[src/rtl/lane_rr_scheduler.sv]
// Round-robin lane scheduler with per-lane dwell limit and registered grant outputs.
// Optional all-red clearance gap between grants when ALL_RED_GAP_EN is defined.
module lane_rr_scheduler #(
    parameter int NUM_LANES    = 4,
    parameter int DWELL_CYCLES = 5,
    parameter int CLEAR_CYCLES = 2,
    localparam int IDX_W = $clog2(NUM_LANES),
    localparam int CNT_W = $clog2(DWELL_CYCLES + 1)
) (
    input  logic                 clk,
    input  logic                 reset,
    input  logic [NUM_LANES-1:0] lane_req,
    output logic [NUM_LANES-1:0] grant,
    output logic [IDX_W-1:0]     grant_idx,
    output logic [CNT_W-1:0]     dwell_cnt,
    output logic                 switch_pulse,
    output logic                 all_red
);

    localparam logic [CNT_W-1:0] DWELL_LAST = CNT_W'(DWELL_CYCLES - 1);

    if (NUM_LANES < 2 || NUM_LANES > 16 || DWELL_CYCLES < 1 || DWELL_CYCLES > 255 ||
        CLEAR_CYCLES < 1 || CLEAR_CYCLES > 15) begin : g_param_range
        $error("lane_rr_scheduler: parameter out of range");
    end

    logic [NUM_LANES-1:0] grant_q, grant_d;
    logic [IDX_W-1:0]     idx_q, idx_d;
    logic [CNT_W-1:0]     dwell_q, dwell_d;
    logic                 pulse_q, pulse_d;

    logic                 cand_found_s;
    logic [IDX_W-1:0]     cand_idx_s;
    logic                 green_switch_s;
    logic [CNT_W-1:0]     green_dwell_s;

    function automatic logic [NUM_LANES-1:0] onehot(input logic [IDX_W-1:0] idx);
        logic [NUM_LANES-1:0] v;
        v = {NUM_LANES{1'b0}};
        v[idx] = 1'b1;
        return v;
    endfunction

    // Descending scan so the nearest lane after the current one wins.
    function automatic logic [IDX_W:0] find_next(input logic [NUM_LANES-1:0] req,
                                                 input logic [IDX_W-1:0]     cur);
        logic             found;
        logic [IDX_W-1:0] idx;
        int               pos;
        found = 1'b0;
        idx   = cur;
        for (int k = NUM_LANES - 1; k >= 1; k--) begin
            pos = int'(cur) + k;
            if (pos >= NUM_LANES) begin
                pos = pos - NUM_LANES;
            end else begin
                pos = pos;
            end
            if (req[pos[IDX_W-1:0]]) begin
                found = 1'b1;
                idx   = pos[IDX_W-1:0];
            end else begin
                found = found;
            end
        end
        return {found, idx};
    endfunction

    // Candidate search excluding the current lane.
    always_comb begin
        {cand_found_s, cand_idx_s} = find_next(lane_req, idx_q);
    end

    // GREEN-state decision: switch, or hold with the next dwell value.
    always_comb begin
        green_switch_s = 1'b0;
        green_dwell_s  = {CNT_W{1'b0}};
        if (dwell_q == DWELL_LAST) begin
            if (cand_found_s) begin
                green_switch_s = 1'b1;
            end else begin
                green_dwell_s = {CNT_W{1'b0}};
            end
        end else if (lane_req[idx_q]) begin
            green_dwell_s = dwell_q + CNT_W'(1);
        end else if (cand_found_s) begin
            green_switch_s = 1'b1;
        end else begin
            green_dwell_s = {CNT_W{1'b0}};
        end
    end

`ifdef ALL_RED_GAP_EN
    typedef enum logic {
        ST_GREEN = 1'b0,
        ST_CLEAR = 1'b1
    } state_e;

    localparam logic [3:0] CLR_LAST = 4'(CLEAR_CYCLES - 1);

    state_e     state_q, state_d;
    logic [3:0] clr_q, clr_d;
    logic       all_red_q, all_red_d;

    // Next-state and output logic; lane_req is ignored while clearing.
    always_comb begin
        state_d   = state_q;
        clr_d     = clr_q;
        all_red_d = all_red_q;
        grant_d   = grant_q;
        idx_d     = idx_q;
        dwell_d   = dwell_q;
        pulse_d   = 1'b0;
        case (state_q)
            ST_GREEN: begin
                if (green_switch_s) begin
                    state_d   = ST_CLEAR;
                    clr_d     = 4'd0;
                    all_red_d = 1'b1;
                    grant_d   = {NUM_LANES{1'b0}};
                    idx_d     = cand_idx_s;
                    dwell_d   = {CNT_W{1'b0}};
                    pulse_d   = 1'b1;
                end else begin
                    dwell_d = green_dwell_s;
                end
            end
            ST_CLEAR: begin
                if (clr_q == CLR_LAST) begin
                    state_d   = ST_GREEN;
                    clr_d     = 4'd0;
                    all_red_d = 1'b0;
                    grant_d   = onehot(idx_q);
                    dwell_d   = {CNT_W{1'b0}};
                end else begin
                    clr_d = clr_q + 4'd1;
                end
            end
            default: begin
                state_d   = ST_GREEN;
                clr_d     = 4'd0;
                all_red_d = 1'b0;
                grant_d   = onehot(idx_q);
                dwell_d   = {CNT_W{1'b0}};
            end
        endcase
    end

    // State and output registers with synchronous reset.
    always_ff @(posedge clk) begin
        if (reset) begin
            state_q   <= ST_GREEN;
            clr_q     <= 4'd0;
            all_red_q <= 1'b0;
            grant_q   <= {{(NUM_LANES-1){1'b0}}, 1'b1};
            idx_q     <= {IDX_W{1'b0}};
            dwell_q   <= {CNT_W{1'b0}};
            pulse_q   <= 1'b0;
        end else begin
            state_q   <= state_d;
            clr_q     <= clr_d;
            all_red_q <= all_red_d;
            grant_q   <= grant_d;
            idx_q     <= idx_d;
            dwell_q   <= dwell_d;
            pulse_q   <= pulse_d;
        end
    end

    assign all_red = all_red_q;
`else
    // Direct GREEN-to-GREEN handover.
    always_comb begin
        grant_d = grant_q;
        idx_d   = idx_q;
        dwell_d = dwell_q;
        pulse_d = 1'b0;
        if (green_switch_s) begin
            grant_d = onehot(cand_idx_s);
            idx_d   = cand_idx_s;
            dwell_d = {CNT_W{1'b0}};
            pulse_d = 1'b1;
        end else begin
            dwell_d = green_dwell_s;
        end
    end

    // Output registers with synchronous reset.
    always_ff @(posedge clk) begin
        if (reset) begin
            grant_q <= {{(NUM_LANES-1){1'b0}}, 1'b1};
            idx_q   <= {IDX_W{1'b0}};
            dwell_q <= {CNT_W{1'b0}};
            pulse_q <= 1'b0;
        end else begin
            grant_q <= grant_d;
            idx_q   <= idx_d;
            dwell_q <= dwell_d;
            pulse_q <= pulse_d;
        end
    end

    assign all_red = 1'b0;
`endif

    assign grant        = grant_q;
    assign grant_idx    = idx_q;
    assign dwell_cnt    = dwell_q;
    assign switch_pulse = pulse_q;

endmodule
[config.mk]
export PLATFORM = sky130hd
export DESIGN_NAME = lane_rr_scheduler
export DESIGN_NICKNAME = d
export VERILOG_FILES = /design/src/rtl/lane_rr_scheduler.sv
export SDC_FILE = /design/constraint.sdc
export NUM_CORES = 1
export LEC_CHECK = 0
export ABC_CLOCK_PERIOD_IN_PS = 3600
export CAP_MARGIN = 20
export CELL_PAD_IN_SITES_DETAIL_PLACEMENT = 1
export CELL_PAD_IN_SITES_GLOBAL_PLACEMENT = 1
export CORE_MARGIN = 10
export CORE_UTILIZATION = 34
export CTS_CLUSTER_SIZE = 12
export DETAILED_ROUTE_END_ITERATION = 8
export PLACE_DENSITY = 0.88
export SETUP_SLACK_MARGIN = 0.2
export SKIP_CTS_REPAIR_TIMING = 1
export SLEW_MARGIN = 20
export SYNTH_ARGS = -nofsm -noshare
export SYNTH_HDL_FRONTEND = slang
export SYNTH_SLANG_ARGS = --single-unit
[constraint.sdc]
create_clock -name clk -period 3.6 [get_ports clk]
set_input_delay 1.08 -clock clk [delete_from_list [all_inputs] [get_ports clk]]
set_output_delay 1.08 -clock clk [all_outputs]
set_load 0.1 [all_outputs]
==> out/results.ini <==
[layout]
area_growth_pct=24.5
mostFrequentLayoutCells=dfxtp_1, buf_4, nand2_1, clkdlybuf4s50_1, mux2i_1
drive_above_1_share_pct=21.0
postLayoutCoreUtil_pct=44.0
antenna_cells=0
layout.nets=91

[sta]
fmax_ghz=0.330
period_minus_slack_ns=3.03
setup_viol=0
slew_headroom_pct=60.0
finalClockSkew_ns=0.00119
drv_slew=0
setup_ws_ns=0.566
worst_pin_slew_ns=0.593
rsz0062_at_grt=false
tns_ns=0
hold_viol=0
fin_crit_sh_pct=84.3

[placed_design]
post-place-ws_ns=0.314
hpwlAfterDp_mm=1.20
globalplace.congestion=0.747
portBuffers=15

[hold_path]
min_path_cells=2
hp-class=flop to flop
min_to=grant[2]
worstHoldStart=grant[2]

[grt]
grt_pass1_vias=553
gr-total-overflow=0
grt_usage_pct=8.11
grt_max_degree=13
grt_pass1_wl_mm=2.36
antenna_found_initial=0

[power_and_ir_drop]
powerDensity_nw_per_um2=667
peakVddDrop_uv=215
p_leak_nw=0.312

[synth]
synth-seq-cells=10
synth_fp_nets=74
netlist_area_um2=597
yosysSeqAreaShare_pct=33.5
syn_inst=66
ys_types=33
syn_area_per_cell_um2=9.04
yosys_warnings=0

[detailed_routing]
wl_per_cell_um=14.8
drc_errors=0
dr.first_iter.drc_count=5
drt_wl_total_mm=1.45
vias=549
ant_nets=0
first_pass_iters=4
viasPerCell=5.60

[critical_path]
r2r_start=grant_idx[0]
critPathKind=input pin to flop
crit_path_max_fanout=7
worst_r2r_path_depth=4
arrival_ns=3.19
cpMaxStageDelayCell=clkdlybuf4s50_1
worstPathRequired_ns=3.75
reg2reg_to=grant[3]
critical_path.cell_chain=clkdlybuf4s50_1 -> mux4_2 -> a22o_1 -> or3_1 -> mux2_4
cp_slowest_stage_delay_ns=0.52
cp-start-kind=input pin
endpoint_kind=flop
ff2ff_setup_slack_ns=1.38

[die]
die_y_um=61.9
core_um2=1690
core.rowCount=15
start_util_pct=35.3
ios=17
fp.dieW_um=61.9
die-area_um2=3830

[clock_network]
h-tree-depth=1
clk-insertion-delay-late_ns=0.26
root_buffer=clkbuf_4
path_clk_slew_ns=0.06
cts_made_buffers=3
clock-sinks=10
clockBufferDepth=2
cts_tree=yes

[outcome]
status=complete, no violations

[flow_run]
max-cap-violations=0

==> synth_stat cells <==
cell	count	area share [%]
dfxtp_1	10	34
nand2_1	7	4.4
mux2i_1	4	6.7
inv_1	3	1.9
nor2b_1	3	3.1
nor3_1	3	2.5
o31ai_1	3	3.8
a21oi_1	2	1.7
ha_1	2	4.2
nor2_1	2	1.3
nor3b_1	2	2.5
o211ai_1	2	2.5
o311ai_0	2	2.9
or3_1	2	2.1
a21o_1	1	1.3
a22o_1	1	1.5
a31oi_1	1	1.0
and2_1	1	1.0
and3b_2	1	1.7
buf_4	1	1.3
buf_6	1	1.9
clkbuf_1	1	0.63
conb_1	1	0.63
mux2_4	1	2.5
mux4_2	1	3.8
nand2b_1	1	1.0
nand4_1	1	1.0
nor4bb_1	1	1.7
o21ai_0	1	0.84
or2_2	1	1.0
or2b_1	1	1.3
or4_1	1	1.3
xnor2_1	1	1.5
==> registers in the layout (all words and copies together), names as in the netlist <==
| name | count |
|---|---|
| dwell_cnt | 3 |
| grant | 4 |
| grant_idx | 2 |
| switch_pulse | 1 |
==> cells by family after synthesis <==
group | synth area share [%]
and+or+nand+nor | 26.0
AOI/OAI and AO/OA | 15.5
DFF | 33.5
muxes | 13.0
buffers and inverters | 5.66
adders and majority gates | 4.19
other | 0.628
xor gates and xnor gates | 1.47
==> final cells by class <==
class / count / area, um^2
inverters: 3 / 11.3
fillers: 213 / 946
repair buffers: 15 / 125
multi-input cells: 50 / 363
well taps: 17 / 21.3
clock buffers: 3 / 22.5
flip-flops and latches: 10 / 200
==> worst max-delay path by stage <==
stage | slack [ns] | cells past startpoint | endpoint | start
2_1_floorplan | 0.83 | 5 | grant[3] | grant_idx[0]
5_1_grt | 0.52 | 5 | grant[3] | lane_req[1]
6_report | 0.57 | 5 | grant[3] | lane_req[1]
3_3_place_gp | 0.35 | 5 | grant[3] | lane_req[1]
3_5_place_dp | 0.31 | 5 | grant[3] | lane_req[1]
4_1_cts | 0.58 | 5 | grant[3] | lane_req[1]
==> through the flow <==
stage	cell area (um^2)	std cells	total power, mW	hold slack (ns)
after floorplan	597	66	0.377	0.886
after global placement	721	95	0.422	0.456
after detailed placement	721	95	0.427	0.460
after CTS	743	98	0.502	0.475
after global routing	743	98	0.526	0.521
final	743	98	0.496	0.471
==> metal layers <==
metal	track usage, %	part of all wire, %	vias up
met5	0	0	-
met4	5.73	1.2	0
met3	1.42	5.8	2
met2	13.3	46	16
met1	9.27	46	259
li1	-	-	272
==> where the power goes <==
group / internal (mW) / total [mW] / switching (mW) / leakage (nW)
Combinational: 0.0748 / 0.272 / 0.197 / 0.216
Sequential: 0.130 / 0.151 / 0.0210 / 0.0821
Clock: 0.0385 / 0.0735 / 0.0350 / 0.0138
Total: 0.243 / 0.496 / 0.253 / 0.312
==> worst max-delay path, delay by kind of cell <==
kind | cells | cell delay (ns)
buf+inv | 1 | 0.52
compound gates | 1 | 0.27
mux | 2 | 0.85
simple gates | 1 | 0.46
No activity file was read; power rests on OpenSTA's default activity.
